--- config.mk ---
export PLATFORM = sky130hd
export DESIGN_NAME = jt49_mixdc
export DESIGN_NICKNAME = d
export VERILOG_FILES = /design/src/rtl/jt49_mix_pkg.sv /design/src/rtl/jt49_dcblock.sv /design/src/rtl/jt49_mixdc.sv
export SDC_FILE = /design/constraint.sdc
export NUM_CORES = 1
export LEC_CHECK = 0
export BUFFER_PORTS_ARGS = -buffer_cell sky130_fd_sc_hd__buf_2
export CELL_PAD_IN_SITES_DETAIL_PLACEMENT = 0
export CELL_PAD_IN_SITES_GLOBAL_PLACEMENT = 1
export CORE_UTILIZATION = 48
export DETAILED_ROUTE_END_ITERATION = 8
export HOLD_SLACK_MARGIN = 0.03
export PLACE_DENSITY = 0.88
export SYNTH_ARGS = -nofsm -noshare
export SYNTH_HDL_FRONTEND = slang
export SYNTH_SLANG_ARGS = --single-unit
--- constraint.sdc ---
create_clock -name clk -period 14.4 [get_ports clk]
set_clock_uncertainty 0.05 [all_clocks]
set_input_delay 1.44 -clock clk [delete_from_list [all_inputs] [get_ports clk]]
set_output_delay 1.44 -clock clk [all_outputs]
set_load 0.005 [all_outputs]
--- src/rtl/jt49_mix_pkg.sv ---
// jt49_mix_pkg: shared FSM states and datapath constants for the PSG mixer
package jt49_mix_pkg;
  typedef enum logic [2:0] {IDLE, MA, MB, MC, DC, OUT} state_t;
  localparam int ACCW = 14;
  localparam int OUTW = 16;
  localparam int SAT_MAX = 32767;
  localparam int SAT_MIN = -32768;
endpackage

--- src/rtl/jt49_dcblock.sv ---
// jt49_dcblock: leaky-integrator DC tracker, DC-removed difference and 16-bit saturation
module jt49_dcblock
  import jt49_mix_pkg::*;
#(
  parameter int DCSHIFT  = 8,
  parameter int OUTSHIFT = 2
) (
  input  logic            clk,
  input  logic            rst,
  input  logic            en_i,
  input  logic            dc_en_i,
  input  logic [ACCW-1:0] acc_i,
  output logic [OUTW-1:0] sat_o
`ifdef JT49_MIX_OVF_EN
  ,
  output logic            clip_o
`endif
);
  localparam int AVGW = ACCW + DCSHIFT;
  logic [AVGW-1:0] avg_q, avg_d;
  logic signed [ACCW:0] diff_q, diff_d;
  logic [ACCW-1:0] mean;
  logic signed [31:0] sh;
  always_comb begin
    mean   = avg_q[AVGW-1:DCSHIFT];
    diff_d = dc_en_i ? $signed({1'b0, acc_i}) - $signed({1'b0, mean}) : $signed({1'b0, acc_i});
    avg_d  = dc_en_i ? avg_q + AVGW'(acc_i) - AVGW'(mean) : avg_q;
    sh     = 32'(diff_q) <<< OUTSHIFT;
    sat_o  = sh > SAT_MAX ? OUTW'(SAT_MAX) : sh < SAT_MIN ? OUTW'(SAT_MIN) : sh[OUTW-1:0];
  end
`ifdef JT49_MIX_OVF_EN
  assign clip_o = sh > SAT_MAX || sh < SAT_MIN;
`endif
  always_ff @(posedge clk or posedge rst)
    if (rst) begin
      avg_q  <= '0;
      diff_q <= '0;
    end else if (en_i) begin
      avg_q  <= avg_d;
      diff_q <= diff_d;
    end
endmodule

--- src/rtl/jt49_mixdc.sv ---
// jt49_mixdc: serial gain MAC, optional DC removal and PCM output; JT49_MIX_OVF_EN adds sticky ovf/ovf_clr
module jt49_mixdc
  import jt49_mix_pkg::*;
#(
  parameter int DCSHIFT  = 8,
  parameter int OUTSHIFT = 2
) (
  input  logic        clk,
  input  logic        rst,
  input  logic        cen,
  input  logic        sample,
  input  logic [7:0]  A,
  input  logic [7:0]  B,
  input  logic [7:0]  C,
  input  logic [3:0]  gain_a,
  input  logic [3:0]  gain_b,
  input  logic [3:0]  gain_c,
  input  logic        dc_en,
  output logic signed [15:0] snd,
  output logic        snd_valid
`ifdef JT49_MIX_OVF_EN
  ,
  input  logic        ovf_clr,
  output logic        ovf
`endif
);
  state_t state_q, state_d;
  logic [ACCW-1:0] acc_q, acc_d;
  logic [7:0] a_q, b_q, c_q, lvl;
  logic [3:0] ga_q, gb_q, gc_q, g;
  logic [11:0] prod;
  logic dcen_q, cap, valid_q, valid_d;
  logic [OUTW-1:0] snd_q, snd_d, sat;
`ifdef JT49_MIX_OVF_EN
  logic clip, ovf_q, ovf_d;
`endif
  jt49_dcblock #(.DCSHIFT(DCSHIFT), .OUTSHIFT(OUTSHIFT)) u_dc (
    .clk     (clk),
    .rst     (rst),
    .en_i    (state_q == DC),
    .dc_en_i (dcen_q),
    .acc_i   (acc_q),
    .sat_o   (sat)
`ifdef JT49_MIX_OVF_EN
    ,
    .clip_o  (clip)
`endif
  );
  // one shared multiplier, channel picked by the MAC state
  always_comb begin
    cap     = state_q == IDLE && sample && cen;
    lvl     = state_q == MA ? a_q : state_q == MB ? b_q : c_q;
    g       = state_q == MA ? ga_q : state_q == MB ? gb_q : gc_q;
    prod    = {4'b0, lvl} * {8'b0, g};
    state_d = state_q;
    acc_d   = acc_q;
    snd_d   = snd_q;
    valid_d = 1'b0;
    case (state_q)
      IDLE: if (cap) begin
        state_d = MA;
        acc_d   = '0;
      end
      MA: begin
        state_d = MB;
        acc_d   = acc_q + {2'b0, prod};
      end
      MB: begin
        state_d = MC;
        acc_d   = acc_q + {2'b0, prod};
      end
      MC: begin
        state_d = DC;
        acc_d   = acc_q + {2'b0, prod};
      end
      DC: state_d = OUT;
      OUT: begin
        state_d = IDLE;
        valid_d = 1'b1;
        snd_d   = dcen_q ? sat : {1'b0, acc_q, 1'b0};
      end
      default: state_d = IDLE;
    endcase
  end
  always_ff @(posedge clk or posedge rst)
    if (rst) begin
      state_q <= IDLE;
      acc_q   <= '0;
      snd_q   <= '0;
      valid_q <= 1'b0;
    end else begin
      state_q <= state_d;
      acc_q   <= acc_d;
      snd_q   <= snd_d;
      valid_q <= valid_d;
    end
  always_ff @(posedge clk or posedge rst)
    if (rst) begin
      {a_q, b_q, c_q} <= '0;
      {ga_q, gb_q, gc_q} <= '0;
      dcen_q <= 1'b0;
    end else if (cap) begin
      {a_q, b_q, c_q} <= {A, B, C};
      {ga_q, gb_q, gc_q} <= {gain_a, gain_b, gain_c};
      dcen_q <= dc_en;
    end
`ifdef JT49_MIX_OVF_EN
  // set has priority over a simultaneous clear
  always_comb ovf_d = (state_q == OUT && dcen_q && clip) || (sample && cen && state_q != IDLE) ? 1'b1 :
                      ovf_clr ? 1'b0 : ovf_q;
  always_ff @(posedge clk or posedge rst)
    if (rst) ovf_q <= 1'b0;
    else ovf_q <= ovf_d;
  assign ovf = ovf_q;
`endif
  assign snd = snd_q;
  assign snd_valid = valid_q;
endmodule

# Yosys cells after proc, flatten, opt, wreduce, memory -nomap -nowiden
# Cells that the tools add are included.
dict set report word_totals {
  reg_bits 108
  in_bits 41
  output_inout_bits 17
}
dict set report op_classes {
  n_addsub 4
  n_mul 1
  order_cmp 2
  n_eq_ne 6
  mux 13
  reduce_logical 7
}
# operator count
set ops {}
lappend ops {{$mux 16} 3}
lappend ops {{$pmux 14 s2} 1}
lappend ops {{$add 22x14->22} 1}
lappend ops {{$sub 22x14->22} 1}
lappend ops {{$gt 17x16->1 const B} 1}
lappend ops {{$lt 17x16->1 const B} 1}
lappend ops {{$mux 8} 2}
lappend ops {{$mux 15} 1}
lappend ops {{$pmux 3 s5} 1}
lappend ops {{$sub 14x14->15} 1}
lappend ops {{$add 14x12->14} 1}
lappend ops {{$mux 14} 1}
lappend ops {{$mul 8x4->12} 1}
lappend ops {{$mux 4} 2}
lappend ops {{$eq 3x2->1 const B} 2}
lappend ops {{$eq 3x3->1 const B} 2}
lappend ops {{$reduce_and 2->1} 2}
lappend ops {{$eq 3x1->1 const B} 1}
lappend ops {{$logic_not 3->1} 1}
lappend ops {{$mux 3} 1}
lappend ops {{$reduce_or 3->1} 1}
lappend ops {{$logic_and 1x1->1} 2}
lappend ops {{$ne 2x2->1 const B} 1}
lappend ops {{$reduce_bool 2->1} 1}
lappend ops {{$mux 1} 1}

# Logic depth before layout (Yosys ltp)
# Gate-level depths: netlist of run 1.
dict set report logic_depth {
  word_depth 6
  mapped_depth 20
  depth_no_buf 19
}

# By module
# A second synthesis of run 1 with hierarchy kept.
dict set report unflattened {
  cells_unflattened 952
  hier_area_um2 8548.2
}
# mod n_inst cells_each area_per_inst_um2
set by_module_without_submodules {}
lappend by_module_without_submodules {jt49_mixdc 1 490 4758.3}
lappend by_module_without_submodules {jt49_dcblock 1 462 3789.9}

# Least setup slack after synthesis of run 1
# Ideal clock, no wire load.
dict set report synth_timing {
  kind {reg-to-reg}
  from {reg state_q[0]}
  to {reg acc_q[12]}
  arrival_time_ns 4.772
  required_ns 14.223
  setup_slack_ns 9.451
  stages_incl_launch_ff 18
  path_buffers 1
  period_less_slack_ns 4.949
  path_cell_list {dfrtp_1 -> nor2_1 -> nor2_1 -> nand2_1 -> clkbuf_1 -> a21oi_1 -> or2_2 -> fa_1 -> fa_1 -> fa_1 -> inv_1 -> ha_1 -> a21o_1 -> a2111o_1 -> a21oi_1 -> o21ai_0 -> mux2i_1 -> or2_2}
}
dict set report synth_via {
  elab_chain_cells 6
  word_cells_on_any_way 17
  classes_between {add/sub (1); mul (1); eq/ne (4); mux (5); reduce/logical (6)}
}
# element line_no
set synth_lines {}
lappend synth_lines {{start: declaration} jt49_mixdc.sv:27} ;# state_t state_q, state_d;
lappend synth_lines {{start signal: assignment} jt49_mixdc.sv:92} ;# state_q <= state_d;
lappend synth_lines {{$eq 3x2->1} {jt49_mixdc.sv:52, jt49_mixdc.sv:53, jt49_mixdc.sv:59}}
lappend synth_lines {{$mux 8 or $mux 4 (tied branches) (2 in series)} {jt49_mixdc.sv:52, jt49_mixdc.sv:53}}
lappend synth_lines {{$mul 8x4->12} jt49_mixdc.sv:54} ;# prod = {4'b0, lvl} * {8'b0, g};
lappend synth_lines {{$add 14x12->14} {jt49_mixdc.sv:66, jt49_mixdc.sv:70, jt49_mixdc.sv:74}}
lappend synth_lines {{$pmux 14 s2} jt49_mixdc.sv:59} ;# case (state_q)
lappend synth_lines {{end signal: assignment} jt49_mixdc.sv:88} ;# acc_q <= '0;
lappend synth_lines {{end signal: assignment} jt49_mixdc.sv:93} ;# acc_q <= acc_d;
lappend synth_lines {{end: declaration} jt49_mixdc.sv:28} ;# logic [ACCW-1:0] acc_q, acc_d;
# Parallel ways exist; a longest one is shown, timed or not.
# A chain may end at the register's enable or synchronous reset.

# Worst setup path in the final report of run 1
dict set report layout_timing {
  from {reg state_q[2]}
  to {reg acc_q[13]}
}
# The elaborated chain is that of the path after synthesis.

==> impl_results.md, run 1 <==
* Sort of element at the end of the critical path: flop
* Distinct cell type count of the synthesized netlist at 59
* GR Util All Layers at a little under a quarter
* Violation count after the first detailed-routing iteration at ~400
* Count of TritonRoute iterations in the first routing pass at 5
* HPWL reported at the end of detailed placement at roughly 14 mm
* Die width at about 130 microns
* Pin slew with the least headroom to its limit at 0.995 ns
* # placed instances at 1126
* Total Die Area at about 17000 sq um
* Number of warnings printed during yosys synthesis at 0
* Quantity of gates resized following cts at 0
* Congestion Overflow GR at 0
* Initial Utilization at roughly 50%
* Routed wire length per instance at ~16 microns
* Final Hold Vio Count at 0
* Net count after synthesis at roughly 1000
* Synthesis-stage register bit count at approximately 110
* Vias in the first global route at just over 6000
* EDFF count, synth at 0
* Cells after synthesis at 884
* CTS tree: yes
* Ant diodes at 0
* Status: completed
* Placement Rows at 46
* Number of sinks driven by the clock tree at about 110
* Layout fillers at around 1500
* Worst-path clk slew at roughly 0.08 ns
* Post-synthesis area per instance at about 9 sq um
* Final WL at about 18 mm
* Growth of design area from synthesis to finish at 8.79%
* Placeable core region at about 16000 sq um
* Unrepaired setup endpoints after global routing: no
* Proportion of synthesized chip area in sequential cells at between 30% and 40%
* Share of post-route cells with drive strength above 1 at roughly 14%
* Setup TNS Final at 0 ns
* Endpoint arrival time on the critical path at between 6 and 7 ns
* Combined area of the multi-input logic cells at roughly 4700 sq um
* DRC errors left at 0
* Vias per cell at ~5.5
* Non-filler cells in the finished layout at about 1100
* Register Area at roughly 2700 sq um
* Combined area of all synthesized cells at between 7000 and 8000 sq um
* Antenna viol nets, final at 0
* Post-CTS setup repair buffer count at 0
* Wire length of the first global-routing pass at ~30 mm
* Clk root buf: sky130_fd_sc_hd__clkbuf_16
* H-tree depth at 3
* Fraction of registers with async set/reset at between 90% and 100%
* Maximum clock insertion buffer count at 2
* Flip-flop cell with the highest count after synthesis: sky130_fd_sc_hd__dfrtp_1
* Final setup violation count at 0
* Final Slew Violations at 0
* Latest clock arrival within the worst-skew pair at 0.36 ns
* Count of hold-fix buffers inserted at cts at 0
* Number of primary I/O pins at between 50 and 60
* Data required time at the worst endpoint at 14.64 ns
* Kind of launch point of the worst setup path: flop
* Number of cells on the worst hold path at 2
* Final min period at approximately 6 ns
* Worst min-delay path class: flop to flop
* Count of buffers from port buffering at 57
* Final-stage net count at around 1100
* Weighted congestion reported at the end of routability-driven placement at around 0.9
* Number of antenna violations at the first check in global routing at 0
* Crit share post-route at between 40% and 50%
* Start-to-end type of the worst setup path: flop to flop
* Vertical die dimension at around 130 microns
* Maximum achievable frequency at 162 MHz
* Max-cap check violation count at 0
* Vias after detailed routing at about 6300
* Post-route worst hold slack at between 0.4 and 0.5 ns
* Maximum number of pins on one net before global-route repair at 73
* Register-to-Register Path Depth at 16
* Worst Path Max Fanout at 22
* Headroom to the max-slew limit at between 30 and 40%
* Number of CTS-inserted buffers at 9
-- final cells by class --
class | instances | area share, %
Sequential cell | 108 | 31.2
Tap cell | 216 | 3.12
Timing Repair Buffer | 61 | 3.64
Multi-Input combinational cell | 630 | 54.0
Inverter | 111 | 4.83
Clock inverter | 6 | 0.649
Clock buffer | 9 | 2.60
-- cells by family (layout without fill, tap and decap cells) --
logic type,count (synthesis),after routing,share of synthesized area (%)
buf+inv,146,187,7.44
flops,108,108,33.9
simple gates,241,241,13.3
mux,42,42,5.87
compound gates,225,225,18.2
fa+ha+maj,94,94,18.1
xor+xnor,28,28,3.08
-- per-layer routing --
metal	global-route usage, %	vias to the layer above	part of all wire, %
met5	0	-	0
met4	8.05	0	2.4
met3	3.46	24	3.1
met2	39.0	127	48
met1	30.7	3079	47
li1	-	3099	-
-- worst max-delay path: stages (launching register included) --
cell	delay [ns]
sky130_fd_sc_hd__dfrtp_1	0.63
sky130_fd_sc_hd__nor2_1	0.80
sky130_fd_sc_hd__nand2_1	0.44
sky130_fd_sc_hd__a21oi_1	0.63
sky130_fd_sc_hd__or2_2	0.23
sky130_fd_sc_hd__fa_1	0.41
sky130_fd_sc_hd__fa_1	0.51
sky130_fd_sc_hd__fa_1	0.51
sky130_fd_sc_hd__inv_1	0.04
sky130_fd_sc_hd__ha_1	0.32
sky130_fd_sc_hd__nor2b_1	0.16
sky130_fd_sc_hd__o31ai_1	0.34
sky130_fd_sc_hd__a21oi_1	0.15
sky130_fd_sc_hd__o211ai_1	0.22
sky130_fd_sc_hd__a21boi_0	0.16
sky130_fd_sc_hd__o31ai_1	0.28
sky130_fd_sc_hd__mux2i_1	0.21
-- per-stage QoR --
step | setup slack [ns] | utilization (%) | instance area, sq um
floorplan | 9.45 | - | 7970
global placement | 8.45 | 52.2 | 8390
detailed placement | 8.29 | 52.2 | 8390
CTS | 8.25 | 54.0 | 8670
finish | 8.24 | 54.0 | 8670
global route | 7.68 | 54.0 | 8670
-- sequential cells by signal, summed over array words and instances (netlist names) --
signal and flops:
snd 16, gb_q 4, state_q 3, ga_q 4, b_q 8, acc_q 14
u_dc.avg_q 22, gc_q 4, c_q 8, snd_valid 1, dcen_q 1, a_q 8
u_dc.diff_q 15
-- path summary, 6_finish.rpt --
kind                                             start                     to  slack (ns)
worst max-delay path            state_q[2]$_DFFE_PP0P_  acc_q[13]$_DFFE_PP0P_        8.24
worst min-delay path                snd[0]$_DFFE_PP0P_     snd[0]$_DFFE_PP0P_        0.43
worst max register to register  state_q[2]$_DFFE_PP0P_  acc_q[13]$_DFFE_PP0P_        8.24
worst min register to register      snd[0]$_DFFE_PP0P_     snd[0]$_DFFE_PP0P_        0.43
max in group asynchronous                          rst     c_q[3]$_DFFE_PP0P_       11.97
min in group asynchronous                          rst    snd_valid$_DFF_PP0_        1.05
-- placed cells by master (no fill, tap or decap), drive strengths merged, types with 3 or more instances in the layout --
cell type and count:
nor2b 6, nand2 80, mux2i 4, a21o 13
a21boi 3, and3 3, ha 58, nor3 12
fa 36, a211o 4, clkbuf 9, buf 61
a2bb2oi 6, o31ai 11, a22oi 12, a2111oi 3
nand2b 10, nor2 91, nand4 4, a31oi 10
o21ai 62, o211ai 7, a211oi 8, clkinv 3
xnor2 14, nand3 15, inv 113, or2 6
or3 3, xor2 14, mux2 38, a21oi 49
dfrtp 108, nand3b 4, o22ai 8, o21a 15
-- synth_stat cells, types with 12 or more instances --
library cell               instances  area share (%)
sky130_fd_sc_hd__o21ai_0          59             3.7
sky130_fd_sc_hd__nand2_1          80             3.8
sky130_fd_sc_hd__inv_1           110             5.2
sky130_fd_sc_hd__mux2_2           38             5.4
sky130_fd_sc_hd__a21oi_1          47             3.0
sky130_fd_sc_hd__o21a_1           15             1.4
sky130_fd_sc_hd__clkbuf_1         22             1.0
sky130_fd_sc_hd__xor2_1           14             1.5
sky130_fd_sc_hd__ha_1             58             9.1
sky130_fd_sc_hd__nand3_1          15            0.94
sky130_fd_sc_hd__xnor2_1          14             1.5
sky130_fd_sc_hd__a21o_1           13             1.2
sky130_fd_sc_hd__fa_1             36             9.0
sky130_fd_sc_hd__nor2_1           91             4.3
sky130_fd_sc_hd__a22oi_1          12             1.1
sky130_fd_sc_hd__dfrtp_1         108              34
Power of run 1 is left out: the tool's default activity adds up to more than one toggle a clock period on the data nets, which glitch-free logic cannot reach.
==> inputs of run 2 (changes only) <==
--- a/config.mk
+++ b/config.mk
@@ -5,13 +5,14 @@
 export SDC_FILE = /design/constraint.sdc
 export NUM_CORES = 1
 export LEC_CHECK = 0
+export ABC_AREA = 1
 export BUFFER_PORTS_ARGS = -buffer_cell sky130_fd_sc_hd__buf_2
 export CELL_PAD_IN_SITES_DETAIL_PLACEMENT = 0
 export CELL_PAD_IN_SITES_GLOBAL_PLACEMENT = 1
-export CORE_UTILIZATION = 48
+export CORE_UTILIZATION = 45
 export DETAILED_ROUTE_END_ITERATION = 8
 export HOLD_SLACK_MARGIN = 0.03
-export PLACE_DENSITY = 0.88
+export PLACE_DENSITY = 0.87
 export SYNTH_ARGS = -nofsm -noshare
 export SYNTH_HDL_FRONTEND = slang
 export SYNTH_SLANG_ARGS = --single-unit
==> constraint.sdc (replaced) <==
create_clock -name clk -period 6.1 [get_ports clk]
set_clock_uncertainty 0.05 [all_clocks]
set_input_delay 0.61 -clock clk [delete_from_list [all_inputs] [get_ports clk]]
set_output_delay 0.61 -clock clk [all_outputs]
set_load 0.005 [all_outputs]
==> impl_results.md, run 2 <==
* Status: completed
* Latest clock arrival within the worst-skew pair at 0.36 ns (about the same)
* Total Die Area at 19900 sq um (+16%)
* Register-to-Register Path Depth at 21 (+5)
* Synthesis-stage register bit count at 108 (unchanged)
* Vias per cell at 4.85 (-13%)
* DRC errors left at 0 (unchanged)
* Basic-gate share of the synthesized area counting and, or, nand and nor cells at 30.8% (+17 points)
* Combined area of all synthesized cells at 8700 sq um (+9.2%)
* Reg with most FFs: u_dc.avg_q
* Combined area of the multi-input logic cells at 4960 sq um (+6.0%)
* Cell depth of the worst setup path at 21 (+5)
* Vias after detailed routing at 7506 (+19%)
* Worst reg2reg path startpoint: state_q[2]$_DFFE_PP0P_
* GR Util All Layers at 23.3% (+0.035 points)
* Commonest non-fill, non-tap cells in the layout: sky130_fd_sc_hd__nand2_1, sky130_fd_sc_hd__inv_1, sky130_fd_sc_hd__nor2_1, sky130_fd_sc_hd__dfrtp_1, sky130_fd_sc_hd__nand3_1
* Data required time at the worst endpoint at 6.30 ns (-8.34 ns)
* Cells after synthesis at 1238 (+40%)
* Crit share post-route at 78.4% (+36 points)
* Maximum clock insertion buffer count at 2 (unchanged)
* Pre-CTS WS at 1.34 ns (-6.95 ns)
* Congestion Overflow GR at 0 (unchanged)
* Placeable core region at 18800 sq um (+17%)
* Most common library cell in the layout ignoring fill and taps: sky130_fd_sc_hd__nand2_1
* Final Hold Vio Count at 0 (unchanged)
* Count of buffers from port buffering at 57 (unchanged)
* Distinct cell type count of the synthesized netlist at 42 (-29%)
* Antenna viol nets, final at 0 (unchanged)
* Post-CTS setup repair buffer count at 0 (unchanged)
* Number of sinks driven by the clock tree at 108 (unchanged)
* Max-cap check violation count at 0 (unchanged)
* Final-stage net count at 1418 (+34%)
* HPWL reported at the end of detailed placement at 17.2 mm (+21%)
* # placed instances at 1532 (+36%)
* Unrepaired setup endpoints after global routing: no
* Worst-path clk slew at 0.08 ns (about the same)
* Clk root buf: sky130_fd_sc_hd__clkbuf_16
* Area fraction in compound gates after synthesis at 8.65% (-9.6 points)
* Endpoint arrival time on the critical path at 4.99 ns (-1.41 ns)
* Net count after synthesis at 1373 (+35%)
* Number of CTS-inserted buffers at 9 (unchanged)
* Vertical die dimension at 141 microns (+7.8%)
* Setup TNS Final at 0 ns (unchanged)
* Final setup violation count at 0 (unchanged)
* Final min period at 4.78 ns (-1.37 ns)
* CTS tree: yes
* Slack of the critical path at 1.32 ns (-6.93 ns)
* Number of buffer and inverter instances along the worst setup path at 2 (+1)
* List of most frequent post-synthesis cells: sky130_fd_sc_hd__nand2_1, sky130_fd_sc_hd__inv_1, sky130_fd_sc_hd__nor2_1
* Vias in the first global route at 7267 (+19%)
* Number of primary I/O pins at 58 (unchanged)
* Share of the synthesized area in the top cell type at 31.0% (-2.9 points)
* Non-filler cells in the finished layout at 1548 (+36%)
* Number of antenna violations at the first check in global routing at 0 (unchanged)
* Critical path cell sequence: nor2_4 > nand2_2 > inv_2 > nand2_1 > nand3_1 > o21ai_1 > or2_1 > fa_1 > fa_1 > fa_1 > inv_1 > ha_1 > nand2_1 > o21ai_0 > nand2_1 > nand3_1 > nand2_1 > nand2_1 > nand2_1 > nand3_1 > nand2_1
* Final Slew Violations at 0 (unchanged)
* Flip-flop cell with the highest count after synthesis: sky130_fd_sc_hd__dfrtp_1
* Top cells by area in the synthesized netlist: sky130_fd_sc_hd__dfrtp_1, sky130_fd_sc_hd__nand2_1, sky130_fd_sc_hd__inv_1
* Growth of design area from synthesis to finish at 8.67%
* Reg-to-reg critical path endpoint: acc_q[12]$_DFFE_PP0P_
* Routed wire length per instance at 14.1 microns (-13%)
* Register Area at 2700 sq um (unchanged)
* Count of hold-fix buffers inserted at cts at 0 (unchanged)
* Sort of element at the end of the critical path: flop
* Worst Path Max Fanout at 14 (-36%)
* Post-synthesis area per instance at 7.03 sq um (-22%)
* Register-to-Register Setup Slack at 1.32 ns (-6.93 ns)
* Family with the most delay on the worst path: adder cells
* Wire length of the first global-routing pass at 36.2 mm (+20%)
* Final WL at 21.8 mm (+19%)
* Post-Synth Adder-Cell Area at 16.6% (-1.5 points)
* Cell taking the most area after synthesis: sky130_fd_sc_hd__dfrtp_1
* Highest cell delay on the worst timing path at 0.52 ns (-0.28 ns)
* H-tree depth at 3 (unchanged)
* Maximum number of pins on one net before global-route repair at 68 (-6.8%)
* Kind of launch point of the worst setup path: flop
* Xor and xnor area share after synthesis at 0.906% (-2.2 points)
* Number of warnings printed during yosys synthesis at 0 (unchanged)
* Ant diodes at 0 (unchanged)
* Violation count after the first detailed-routing iteration at 362 (-10%)
* Worst min-delay path class: input port to async pin
* Layout fillers at 1936 (+28%)
* Count of TritonRoute iterations in the first routing pass at 5 (unchanged)
* Cell seen most often among critical-path stages: sky130_fd_sc_hd__nand2_1
* Largest family of logic cells by synthesized area: simple AND/OR/NAND/NOR gates
* Pin slew with the least headroom to its limit at 0.886 ns (-0.110 ns)
* Headroom to the max-slew limit at 41.0% (+7.5 points)
* Weighted congestion reported at the end of routability-driven placement at 0.907 (+0.87%)
* Largest register FFs at 22 (unchanged)
* Fraction of registers with async set/reset at 100% (unchanged)
* Worst-path cell with the longest stage delay: sky130_fd_sc_hd__fa_1
* Quantity of gates resized following cts at 0 (unchanged)
* Maximum achievable frequency at 209 MHz (+29%)
* EDFF count, synth at 0 (unchanged)
* Share of post-route cells with drive strength above 1 at 8.31% (-5.3 points)
* Die width at 141 microns (+7.8%)
* Start-to-end type of the worst setup path: flop to flop
* Proportion of synthesized chip area in sequential cells at 31.0% (-2.9 points)
* Initial Utilization at 46.2% (-3.4 points)
* Mux cell area share after synthesis at 0% (-5.9 points)
* Placement Rows at 50 (+8.7%)
* Most common cell in the synthesized netlist: sky130_fd_sc_hd__nand2_1
## run 2: area by class of cell
cell class / instances / area share [%]
Inverter: 228 / 9.10
Timing Repair Buffer: 59 / 3.17
Tap cell: 260 / 3.44
Sequential cell: 108 / 28.6
Multi-Input combinational cell: 877 / 52.4
Clock buffer: 10 / 2.53
Clock inverter: 6 / 0.741
## run 2: worst max path at each step
stage | from | end | slack, ns
3_3_place_gp | state_q[2]$_DFFE_PP0P_ | acc_q[13]$_DFFE_PP0P_ | 1.44
3_5_place_dp | state_q[2]$_DFFE_PP0P_ | acc_q[12]$_DFFE_PP0P_ | 1.34
4_1_cts | state_q[2]$_DFFE_PP0P_ | acc_q[12]$_DFFE_PP0P_ | 1.31
6_report | state_q[2]$_DFFE_PP0P_ | acc_q[12]$_DFFE_PP0P_ | 1.32
2_1_floorplan | state_q[2]$_DFFE_PP0P_ | acc_q[7]$_DFFE_PP0P_ | 2.01
5_1_grt | state_q[2]$_DFFE_PP0P_ | acc_q[13]$_DFFE_PP0P_ | 1.00
## run 2: metal layers
layer / vias up / share of wire [%] / track usage (%)
li1: 3923 / - / -
met1: 3429 / 48 / 31.2
met2: 138 / 48 / 39.8
met3: 16 / 3.0 / 2.92
met4: 0 / 1.5 / 5.89
met5: - / 0 / 0
## run 2: through the flow
stage	utilization [%]	instance area [sq um]	hold WS (ns)
floorplan	-	8700	0.394
global placement	48.6	9150	0.411
detailed placement	48.6	9150	0.417
CTS	50.2	9460	0.242
global route	50.2	9460	0.267
finish	50.2	9460	0.222
## run 2: kinds of logic after synthesis
| kind of cell | Yosys count |
|---|---|
| simple gates | 643 |
| buf+inv | 253 |
| compound gates | 131 |
| flops | 108 |
| fa+ha+maj | 94 |
| xor+xnor | 9 |
Power of run 2 is left out for the same reason.
==> inputs of run 3 (changes only) <==
--- a/config.mk
+++ b/config.mk
@@ -5,14 +5,14 @@
 export SDC_FILE = /design/constraint.sdc
 export NUM_CORES = 1
 export LEC_CHECK = 0
-export ABC_AREA = 1
+export ABC_AREA = 0
 export BUFFER_PORTS_ARGS = -buffer_cell sky130_fd_sc_hd__buf_2
 export CELL_PAD_IN_SITES_DETAIL_PLACEMENT = 0
 export CELL_PAD_IN_SITES_GLOBAL_PLACEMENT = 1
-export CORE_UTILIZATION = 45
+export CORE_UTILIZATION = 43
 export DETAILED_ROUTE_END_ITERATION = 8
 export HOLD_SLACK_MARGIN = 0.03
-export PLACE_DENSITY = 0.87
+export PLACE_DENSITY = 0.84
 export SYNTH_ARGS = -nofsm -noshare
 export SYNTH_HDL_FRONTEND = slang
 export SYNTH_SLANG_ARGS = --single-unit
==> constraint.sdc (replaced) <==
create_clock -name clk -period 4.3 [get_ports clk]
set_clock_uncertainty 0.05 [all_clocks]
set_input_delay 0.43 -clock clk [delete_from_list [all_inputs] [get_ports clk]]
set_output_delay 0.43 -clock clk [all_outputs]
set_load 0.005 [all_outputs]
==> impl_results.md, run 3 (same netlist as run 1, synthesis figures left out) <==
* HPWL reported at the end of detailed placement at 15.0 mm (-13%)
* Highest cell delay on the worst timing path at 0.57 ns (+0.05 ns)
* Failing checks: design-rule violations, negative setup slack
* Area after detailed placement at 8890 sq um (-2.8%)
* Maximum number of pins on one net before global-route repair at 72 (+5.9%)
* Placement Rows at 49 (-2.0%)
* Start-to-end type of the worst setup path: flop to flop
* Wire length of the first global-routing pass at 33.4 mm (-7.7%)
* Pin slew with the least headroom to its limit at 1.05 ns (+0.167 ns)
* Status: finished, violations left
* Slack of the critical path at -0.250 ns (-1.57 ns)
* Number of CTS-inserted buffers at 9 (unchanged)
* Pre-CTS WS at -0.314 ns (-1.65 ns)
* Share of post-route cells with drive strength above 1 at 23.4% (+15 points)
* Weighted congestion reported at the end of routability-driven placement at 0.860 (-5.2%)
* Worst min-delay path class: input port to async pin
* Number of primary I/O pins at 58 (unchanged)
* Final Cell Area at 9390 sq um (-0.74%)
* Violation count after the first detailed-routing iteration at 309 (-15%)
* Kind of launch point of the worst setup path: flop
* H-tree depth at 3 (unchanged)
* GR Util All Layers at 22.0% (-1.3 points)
* Final WL at 20.0 mm (-8.5%)
* Clk root buf: sky130_fd_sc_hd__clkbuf_16
* Data required time at the worst endpoint at 4.51 ns (-1.79 ns)
* CTS tree: yes
* Final Slew Violations at 0 (unchanged)
* Largest register FFs at 22 (unchanged)
* Commonest non-fill, non-tap cells in the layout: sky130_fd_sc_hd__inv_1, sky130_fd_sc_hd__dfrtp_1, sky130_fd_sc_hd__nand2_1, sky130_fd_sc_hd__nor2_1
* Latest clock arrival within the worst-skew pair at 0.37 ns (about the same)
* Die width at 138 microns (-2.1%)
* Vias per cell at 5.36 (+10%)
* Placeable core region at 18100 sq um (-4.0%)
* Reg with most FFs: u_dc.avg_q
* Endpoint arrival time on the critical path at 4.76 ns (-0.23 ns)
* Vertical die dimension at 138 microns (-2.1%)
* Antenna viol nets, final at 0 (unchanged)
* Total Die Area at 19100 sq um (-4.1%)
* Final-stage net count at 1101 (-22%)
* Count of buffers from port buffering at 57 (unchanged)
* Vias after detailed routing at 6428 (-14%)
* Worst reg2reg path startpoint: state_q[0]$_DFFE_PP0P_
* Congestion Overflow GR at 0 (unchanged)
* DRC errors left at 8 (+8)
* Final Hold Vio Count at 0 (unchanged)
* Number of antenna violations at the first check in global routing at 0 (unchanged)
* Most common library cell in the layout ignoring fill and taps: sky130_fd_sc_hd__inv_1
* Final min period at 4.55 ns (-0.235 ns)
* Max-cap check violation count at 0 (unchanged)
* Number of sinks driven by the clock tree at 108 (unchanged)
* Crit share post-route at 106% (+27 points)
* Cell seen most often among critical-path stages: sky130_fd_sc_hd__fa_1
* Final setup violation count at 5 (+5)
* Vias in the first global route at 6566 (-9.6%)
* Worst-path cell with the longest stage delay: sky130_fd_sc_hd__fa_1
* Worst-path clk slew at 0.09 ns (about the same)
* Ant diodes at 0 (unchanged)
* Initial Utilization at 44.1% (-2.2 points)
* Headroom to the max-slew limit at 29.7% (-11 points)
* Maximum clock insertion buffer count at 2 (unchanged)
* Worst setup startpoint: state_q[0]$_DFFE_PP0P_
* Routed wire length per instance at 16.6 microns (+18%)
* Maximum achievable frequency at 220 MHz (+5.2%)
* Worst Path Max Fanout at 7 (-7)
* Critical path cell sequence: nor2b_4 > a22oi_2 > nor2_2 > a21oi_4 > or2_4 > fa_1 > fa_1 > fa_1 > inv_2 > ha_4 > a21o_1 > a2111o_1 > a21oi_2 > o21ai_1 > mux2i_1 > or2_4
* Unrepaired setup endpoints after global routing: yes
* Sort of element at the end of the critical path: flop
* Count of TritonRoute iterations in the first routing pass at 7 (+2)
* Growth of design area from synthesis to finish at 17.8%
-- run 3: cell types whose count changed in the layout (fill, tap and decap cells not counted), moves of 10 or more --
cell                      before  now
sky130_fd_sc_hd__o21ai_0      47   57
sky130_fd_sc_hd__o21a_1        4   15
sky130_fd_sc_hd__a21oi_2       0   11
sky130_fd_sc_hd__xnor2_1       3   14
sky130_fd_sc_hd__nand2_1     401   78
sky130_fd_sc_hd__nand3_1      81   15
sky130_fd_sc_hd__nor2_1      118   78
sky130_fd_sc_hd__inv_1       218  107
sky130_fd_sc_hd__buf_4         2   42
sky130_fd_sc_hd__mux2_2        0   38
sky130_fd_sc_hd__a21o_1        1   13
-- run 3: cell type report --
class / count / area [sq um]
inverters: 111 / 419
well taps: 229 / 287
flip-flops and latches: 108 / 2710
multi-input cells: 632 / 5000
fillers: 1662 / 8700
clock buffers: 9 / 225
repair buffers: 104 / 666
clock inverters: 7 / 83.8
-- run 3: critical path, delay by kind of cell (launching register included) --
| kind | cells | cell delay [ns] |
|---|---|---|
| adder cells (fa/ha/maj) | 4 | 1.74 |
| multiplexers | 1 | 0.12 |
| AND/OR/NAND/NOR | 4 | 0.91 |
| flip-flops | 1 | 0.49 |
| buffers and inverters | 1 | 0.05 |
| AO/OA/AOI/OAI | 6 | 1.08 |
-- run 3: metal layers --
metal,vias to the layer above,wire (microns),global-route usage (%)
li1,3185,-,-
met1,3094,9390,29.0
met2,110,9420,36.8
met3,39,571,3.29
met4,0,589,8.22
met5,-,0,0
-- run 3: stage by stage --
step | util [%] | cells | hold WS, ns | TNS (ns)
floorplan | - | 884 | 0.395 | -0.109
global placement | 49.2 | 1176 | 0.407 | -0.707
global route | 51.9 | 1200 | 0.235 | -2.08
finish | 51.9 | 1200 | 0.211 | -0.868
CTS | 51.3 | 1197 | 0.221 | -0.794
detailed placement | 49.2 | 1176 | 0.415 | -1.13
-- run 3: timing repair --
| item | 4_1_cts | 5_1_grt |
|---|---|---|
| pin swaps | 11 | 21 |
| cloned | 2 | 0 |
| setup buffers | 3 | 6 |
| endpoints found under the setup margin | 6 | 8 |
| hold buffers | 0 | 0 |
| gates resized for setup | 6 | 25 |
-- run 3: worst paths after layout --
kind                                          endpoint  slack [ns]  cells after the start
worst max register to register   acc_q[12]$_DFFE_PP0P_       -0.25                     16
worst max-delay path             acc_q[12]$_DFFE_PP0P_       -0.25                     16
max in group asynchronous       state_q[1]$_DFFE_PP0P_        2.94                      3
worst min-delay path               snd[10]$_DFFE_PP0P_        0.21                      2
min in group clk                    dcen_q$_DFFE_PP0P_        0.22                      3
worst min register to register      snd[0]$_DFFE_PP0P_        0.43                      2
Power of run 3 is left out for the same reason.
